==> config.mk <==
export PLATFORM = sky130hd
export DESIGN_NAME = flptadder_asm_normalizer_flat
export DESIGN_NICKNAME = d
export VERILOG_FILES = /design/src/rtl/flptadder_asm_normalizer_if.sv /design/src/rtl/flptadder_asm_normalizer.sv /design/src/flat_wrapper.sv
export SDC_FILE = /design/constraint.sdc
export NUM_CORES = 1
export LEC_CHECK = 0
export BUFFER_PORTS_ARGS = -buffer_cell sky130_fd_sc_hd__buf_2
export CAP_MARGIN = 20
export CORE_UTILIZATION = 59
export DETAILED_ROUTE_END_ITERATION = 7
export PLACE_DENSITY = 0.95
export SLEW_MARGIN = 20
export SYNTH_ARGS = -nofsm -noshare
export SYNTH_HDL_FRONTEND = slang
export SYNTH_SLANG_ARGS = --single-unit
==> constraint.sdc <==
create_clock -name clk -period 5.74 [get_ports clk]
set_clock_uncertainty 0.2 [all_clocks]
set_input_delay 0 -clock clk [delete_from_list [all_inputs] [get_ports clk]]
set_output_delay 0 -clock clk [all_outputs]
set_load 0.005 [all_outputs]
==> src/rtl/flptadder_asm_normalizer_if.sv <==
// Handshake/bus bundle between the significand adder, the normalize/pack
// stage (flptadder_asm_normalizer) and the result consumer.
interface flptadder_asm_normalizer_if;
  localparam int unsigned EXP_W = 5;
  localparam int unsigned SUM_W = 6;
  localparam int unsigned Z_W   = 10;

  logic             in_valid;
  logic             in_ready;
  logic             sign_in;
  logic [EXP_W-1:0] exp_in;
  logic [SUM_W-1:0] sum_in;
  logic             out_valid;
  logic             out_ready;
  logic [Z_W-1:0]   z;
  logic             ovf;
  logic             unf;

  // Normalizer side
  modport slave (
    input  in_valid, sign_in, exp_in, sum_in, out_ready,
    output in_ready, out_valid, z, ovf, unf
  );

  // Producer/consumer side
  modport master (
    output in_valid, sign_in, exp_in, sum_in, out_ready,
    input  in_ready, out_valid, z, ovf, unf
  );
endinterface

==> src/rtl/flptadder_asm_normalizer.sv <==
// Post-add normalize/pack stage of the 10-bit float adder ASM.
// Renormalizes the raw 6-bit significand sum one shift per cycle, then packs
// {sign, exp[4:0], frac[3:0]} with overflow / flush-to-zero flags.
// Optional macro FLPTNORM_ROUND_EN: round-half-up on right shifts
// (default build truncates).
module flptadder_asm_normalizer (
  input  logic                        clk,
  input  logic                        rst_n,
  flptadder_asm_normalizer_if.slave   bus,
  output logic                        busy
);

  localparam int unsigned EXP_W  = 5;
  localparam int unsigned SUM_W  = 6;
  localparam int unsigned EXPI_W = 7;
  localparam int unsigned Z_W    = 10;

  typedef enum logic [1:0] {
    IDLE = 2'd0,
    NORM = 2'd1,
    DONE = 2'd2
  } state_t;

  state_t              state_q, state_d;
  logic [SUM_W-1:0]    mant_q, mant_d;
  logic signed [EXPI_W-1:0] exp_q, exp_d;
  logic                sign_q, sign_d;
  logic [Z_W-1:0]      z_q, z_d;
  logic                ovf_q, ovf_d;
  logic                unf_q, unf_d;
  logic                in_ready_q, in_ready_d;
  logic                out_valid_q, out_valid_d;
  logic                busy_q, busy_d;

  // State, datapath and output registers
  always_ff @(posedge clk or negedge rst_n) begin
    if (!rst_n) begin
      state_q     <= IDLE;
      mant_q      <= '0;
      exp_q       <= '0;
      sign_q      <= 1'b0;
      z_q         <= '0;
      ovf_q       <= 1'b0;
      unf_q       <= 1'b0;
      in_ready_q  <= 1'b1;
      out_valid_q <= 1'b0;
      busy_q      <= 1'b0;
    end else begin
      state_q     <= state_d;
      mant_q      <= mant_d;
      exp_q       <= exp_d;
      sign_q      <= sign_d;
      z_q         <= z_d;
      ovf_q       <= ovf_d;
      unf_q       <= unf_d;
      in_ready_q  <= in_ready_d;
      out_valid_q <= out_valid_d;
      busy_q      <= busy_d;
    end
  end

  // Next-state, one normalization step per cycle, and pack on NORM->DONE
  always_comb begin
    state_d     = state_q;
    mant_d      = mant_q;
    exp_d       = exp_q;
    sign_d      = sign_q;
    z_d         = z_q;
    ovf_d       = ovf_q;
    unf_d       = unf_q;
    in_ready_d  = 1'b0;
    out_valid_d = 1'b0;
    busy_d      = 1'b0;

    case (state_q)
      IDLE: begin
        if (bus.in_valid && in_ready_q) begin
          sign_d  = bus.sign_in;
          exp_d   = EXPI_W'({2'b00, bus.exp_in});
          mant_d  = bus.sum_in;
          state_d = NORM;
        end
      end

      NORM: begin
        if (mant_q == '0) begin
          // Exact cancellation: signed zero, no flags
          z_d     = {sign_q, 9'b0};
          ovf_d   = 1'b0;
          unf_d   = 1'b0;
          state_d = DONE;
        end else if (mant_q[5]) begin
          // Carry-out: shift right; a rounding re-carry loops once more
`ifdef FLPTNORM_ROUND_EN
          mant_d = (mant_q >> 1) + SUM_W'(mant_q[0]);
`else
          mant_d = mant_q >> 1;
`endif
          exp_d  = exp_q + 7'sd1;
        end else if (mant_q[4]) begin
          // Hidden 1 in place: pack with range checks
          if (exp_q >= 7'sd31) begin
            z_d   = {sign_q, 5'h1F, 4'h0};
            ovf_d = 1'b1;
            unf_d = 1'b0;
          end else if (exp_q <= 7'sd0) begin
            z_d   = {sign_q, 9'b0};
            ovf_d = 1'b0;
            unf_d = 1'b1;
          end else begin
            z_d   = {sign_q, exp_q[EXP_W-1:0], mant_q[3:0]};
            ovf_d = 1'b0;
            unf_d = 1'b0;
          end
          state_d = DONE;
        end else begin
          // Leading zero: shift left; a nonzero mant reaches bit 4 in <=4 steps
          mant_d = mant_q << 1;
          exp_d  = exp_q - 7'sd1;
        end
      end

      DONE: begin
        if (out_valid_q && bus.out_ready) begin
          state_d = IDLE;
        end
      end

      default: begin
        state_d = IDLE;
      end
    endcase

    in_ready_d  = (state_d == IDLE);
    out_valid_d = (state_d == DONE);
    busy_d      = (state_d != IDLE);
  end

  assign bus.in_ready  = in_ready_q;
  assign bus.out_valid = out_valid_q;
  assign bus.z         = z_q;
  assign bus.ovf       = ovf_q;
  assign bus.unf       = unf_q;
  assign busy          = busy_q;

endmodule

==> src/flat_wrapper.sv <==
// flat-port wrapper written by rule: the top's interface ports become plain ports
module flptadder_asm_normalizer_flat 
  (clk, rst_n, busy, bus_in_valid, bus_sign_in, bus_exp_in, bus_sum_in, bus_out_ready, bus_in_ready, bus_out_valid, bus_z, bus_ovf, bus_unf);
  flptadder_asm_normalizer_if bus_i ();
  input  logic clk;
  input  logic rst_n;
  output logic busy;
  input wire logic [$bits(bus_i.in_valid)-1:0] bus_in_valid;
  input wire logic [$bits(bus_i.sign_in)-1:0] bus_sign_in;
  input wire logic [$bits(bus_i.exp_in)-1:0] bus_exp_in;
  input wire logic [$bits(bus_i.sum_in)-1:0] bus_sum_in;
  input wire logic [$bits(bus_i.out_ready)-1:0] bus_out_ready;
  output wire logic [$bits(bus_i.in_ready)-1:0] bus_in_ready;
  output wire logic [$bits(bus_i.out_valid)-1:0] bus_out_valid;
  output wire logic [$bits(bus_i.z)-1:0] bus_z;
  output wire logic [$bits(bus_i.ovf)-1:0] bus_ovf;
  output wire logic [$bits(bus_i.unf)-1:0] bus_unf;
  assign bus_i.in_valid = bus_in_valid;
  assign bus_i.sign_in = bus_sign_in;
  assign bus_i.exp_in = bus_exp_in;
  assign bus_i.sum_in = bus_sum_in;
  assign bus_i.out_ready = bus_out_ready;
  assign bus_in_ready = bus_i.in_ready;
  assign bus_out_valid = bus_i.out_valid;
  assign bus_z = bus_i.z;
  assign bus_ovf = bus_i.ovf;
  assign bus_unf = bus_i.unf;
  flptadder_asm_normalizer u_core (.clk(clk), .rst_n(rst_n), .bus(bus_i), .busy(busy));
endmodule
Word-level counts from Yosys, hierarchy flattened
Index checks and enable logic that the tools add are counted.
- flip-flop bits (word level): 31
- word-level logic and storage cells: 64
- eq/ne operators: 7
- reductions and logical operators: 12
- magnitude comparators: 2
- add/sub/neg operators: 2
- mux-type cells: 30
- operator list (cell ; count):
    10-bit two-way mux ; 3
    7-bit two-way mux ; 4
    6-bit two-way mux ; 3
    9-bit two-way mux ; 2
    7-bit one-hot mux with 2 select lines ; 1
    6-bit one-hot mux with 2 select lines ; 1
    2-bit two-way mux ; 5
    1-bit two-way mux ; 9
    7-bit by 2-bit adder with 7-bit output (second input constant) ; 1
    7-bit by 6-bit >= comparator with 1-bit output (second input constant) ; 1
    7-bit by 1-bit less-or-equal comparator with 1-bit output (second input constant) ; 1
    7-bit by 2-bit subtractor with 7-bit output (second input constant) ; 1
    6-bit logical NOT ; 1
    2-bit one-hot mux with 3 select lines ; 1
    3-bit AND reduction ; 2
    2-bit nonzero test ; 3
    5-bit two-way mux ; 1
    2-bit == test (second input constant) ; 2
    2-bit logical NOT ; 2
    2-bit inequality test (second input constant) ; 2
    4-bit AND reduction ; 1
    3-bit by 2-bit inequality test with 1-bit output (second input constant) ; 1
    2-bit by 1-bit == test with 1-bit output (second input constant) ; 1
    1-bit logical AND ; 2
    2 further kinds ; 2

Logic depth before layout (Yosys ltp)
- depth in word-level cells: 6
- gate-level depth with buffers: 7
- mapped depth without buffers: 7

Worst setup path after synthesis
Ideal clock, no wire load.
- kind: register -> register
- start point: register u_core.mant_q[5]
- end point: register u_core.exp_q[6]
- library setup time: 0.124 ns
- path slack: 3.631 ns
- data arrival time: 1.785 ns
- period minus slack after synthesis: 2.109 ns
- stages on the path, launching flop included: 8
- cell sequence: dfrtp_1 -> inv_1 -> fa_1 -> a211oi_1 -> or4b_1 -> o2111ai_2 -> nor4_1 -> o21bai_1
- cells in the longest elaborated chain, start to end: 3
- ends and longest elaborated chain (item ; line ; text):
    start: declaration ; flptadder_asm_normalizer.sv:25 ; logic [SUM_W-1:0] mant_q, mant_d;
    start signal: assignment ; flptadder_asm_normalizer.sv:50 ; mant_q <= mant_d;
    6-bit logical NOT / 7-bit two-way mux (equally long branches) ; flptadder_asm_normalizer.sv:86, flptadder_asm_normalizer.sv:92 ;
    2-bit inequality test (no source line) / 7-bit two-way mux (equally long branches) ; - ;
    4-bit AND reduction (no source line) / 7-bit one-hot mux with 2 select lines (equally long branches) ; - ;
    end signal: assignment ; flptadder_asm_normalizer.sv:51 ; exp_q <= exp_d;
    end: declaration ; flptadder_asm_normalizer.sv:26 ; logic signed [EXPI_W-1:0] exp_q, exp_d;
Parallel ways exist; a longest one is shown, timed or not. The select of a mux whose other input is x is not followed.
A chain may end at the register's enable or synchronous reset.

Final worst setup path
Ends and elaborated chain as after synthesis.

==> flow_summary.ini <==
[grt]
overflow = 0
top_usage_layer = met2
met2_usage = 0.464
grt_pass1_vias = 1358
grt_pass1_wl_um = 6150
grt_max_degree = 32
track_usage = 0.298
grtUsageMet1 = 0.375
grt_use_met3 = 0.0874
antenna_found_initial = 0

[die]
num_rows = 18
die_w_um = 55.1
dieArea_um2 = 3040
start_util = 0.648
io_pins = 31
core_area_um2 = 2570
die_h_um = 55.1

[setup_path]
setup.worst_path.end_class = flop
critPathLaunchType = flop
cpLargestDelayFamily = compound AO/OA/AOI/OAI gates
critPathArrivalTime_ns = 2.75
max_stage_delay_ns = 0.54
path_cells = inv_1, fa_1, a211oi_1, or4b_1, o2111ai_2, nor4_1, o21bai_1
cp_num_buf_inv = 1
cp_slowest_cell = dfrtp_1
cp.required_ns = 5.80
worstPathMaxFanout = 11
worstSetupPathType = reg2reg

[clock_network]
cts_buffer_depth = 2
clk_latency_ns = 0.34
cts_made_buffers = 5
cts_hold_repair.buffers = 20
clockRootBuffer = clkbuf_4
clk_pin_slew_ns = 0.10
ctsHtreeMaxLevel = 2
cts_setup_buffers = 0
cts_tree = yes
clock_sinks = 31
post_cts_resized = 0

[timing]
max_slew.worst_pin.slew_ns = 0.698
timing.fmax_mhz = 373
fin_crit_ns = 2.68
report.final.slew_viol_count = 0
period_share = 0.468
hold-worst-slack_ns = 0.0413
tns_ns = 0
setup_violations = 0
slew_headroom = 0.535
finalHoldViolCount = 0
rsz0062_at_grt = false

[cells_and_area]
final_area_um2 = 2080
drive_gt1_frac = 0.220
antennaDiodeCount = 0
finalNetCount = 239
syn_to_final_growth_pct = 25.0
num-fill-cells = 169
final_util = 0.810
final_cell_count_no_fill = 248
mostFrequentLayoutCells = 30 x buf_2, 30 x dfrtp_1, 27 x nand2_1, 20 x dlygate4sd3_1, 14 x nor2_1

[synthesis]
avgSynthCellArea_um2 = 10.0
synth.distinct_cells = 50
async_flop_share = 1.00
yosysWarnings = 0
netlist_instances = 166
synthesis.nets = 188
synth_ff_type = dfrtp_1
synth_area_um2 = 1660
ys_ff_latch = 31
ys_seq_area_frac = 0.467
synth_edf_count = 0

[routing]
ant_nets = 0
wl_per_cell_um = 16.4
remaining_drc_errors = 0
wl_um = 4070
drt_iter0_markers = 56
vias_per_cell = 6.19
vias = 1534
drt_pass1_iterations = 4

[power]
p_leak_uw = 0.000967
vdd_ir_drop_max_mv = 0.369
power-per-cell-area_nw_per_um2 = 551

[placed_design]
dpl_cell_area_um2 = 1810
dp_hpwl_um = 2700
placed_cells = 220
gp_congestion = 0.918
portBuffers = 30

[flow_run]
maxCapViolCount = 0

[worst_hold_path]
hp-class = in2async

[run_status]
outcome = finished, final reports clean
registers in the layout (all words and copies together) (netlist names), 2 cells and up:
register        flops
u_core.exp_q        7
u_core.state_q      2
u_core.mant_q       6
u_core.bus.z       10
area by class of cell:
| type | count | area [µm²] | share of cell area |
|---|---|---|---|
| inverter | 4 | 15.0 | 0.00722 |
| tap | 30 | 37.5 | 0.0180 |
| clock buffer | 8 | 68.8 | 0.0331 |
| sequential | 31 | 777 | 0.373 |
| multi-input combinational | 125 | 832 | 0.400 |
| timing repair buffer | 50 | 350 | 0.168 |
cell usage after synthesis, types with 3 or more instances:
library cell,instances,area share
and3_1,3,0.011
o21ai_1,13,0.039
o211ai_1,4,0.018
nor2_1,14,0.032
o21ai_0,5,0.015
a21oi_1,4,0.012
inv_1,3,0.0068
nand2_1,27,0.061
a22o_1,4,0.021
dfrtp_1,30,0.45
a31oi_1,6,0.023
ha_1,5,0.038
through the flow:
stage,total power [µW],setup WS (ns)
2_1_floorplan,818,3.63
3_3_place_gp,917,3.32
3_5_place_dp,963,3.20
4_1_cts,1130,3.13
5_1_grt,1240,2.92
6_report,1150,3.06
power breakdown:
part / internal (µW) / switching [µW]
sequential: 313 / 108
combinational: 260 / 317
clock: 72.0 / 75.5
total: 646 / 501
path summary, 6_finish.rpt:
kind,start,end,slack (ns),depth (start not counted)
worst max-delay path,u_core.mant_q[5],u_core.exp_q[6],3.06,7
worst max register to register,u_core.mant_q[5],u_core.exp_q[6],3.06,7
worst min-delay path,rst_n,u_core.exp_q[0],0.04,2
max in group asynchronous,rst_n,u_core.bus.z[0],4.85,2
worst min register to register,u_core.bus.z[6],u_core.bus.z[6],0.29,2
min in group clk,bus_sum_in[3],u_core.mant_q[3],0.26,4
cell families after synthesis:
group	share of synthesized area
buffers and inverters	0.0331
XOR/XNOR	0.0105
AO/OA/AOI/OAI	0.244
AND/OR/NAND/NOR	0.183
multiplexers	0.0128
adder cells (fa/ha/maj)	0.0496
flip-flops	0.467
per-layer routing:
layer | vias to the layer above | share of wire
li1 | 713 | -
met1 | 729 | 0.42
met2 | 81 | 0.49
met3 | 11 | 0.073
met4 | 0 | 0.022
met5 | - | 0
No activity file was read; power rests on OpenSTA's default activity.
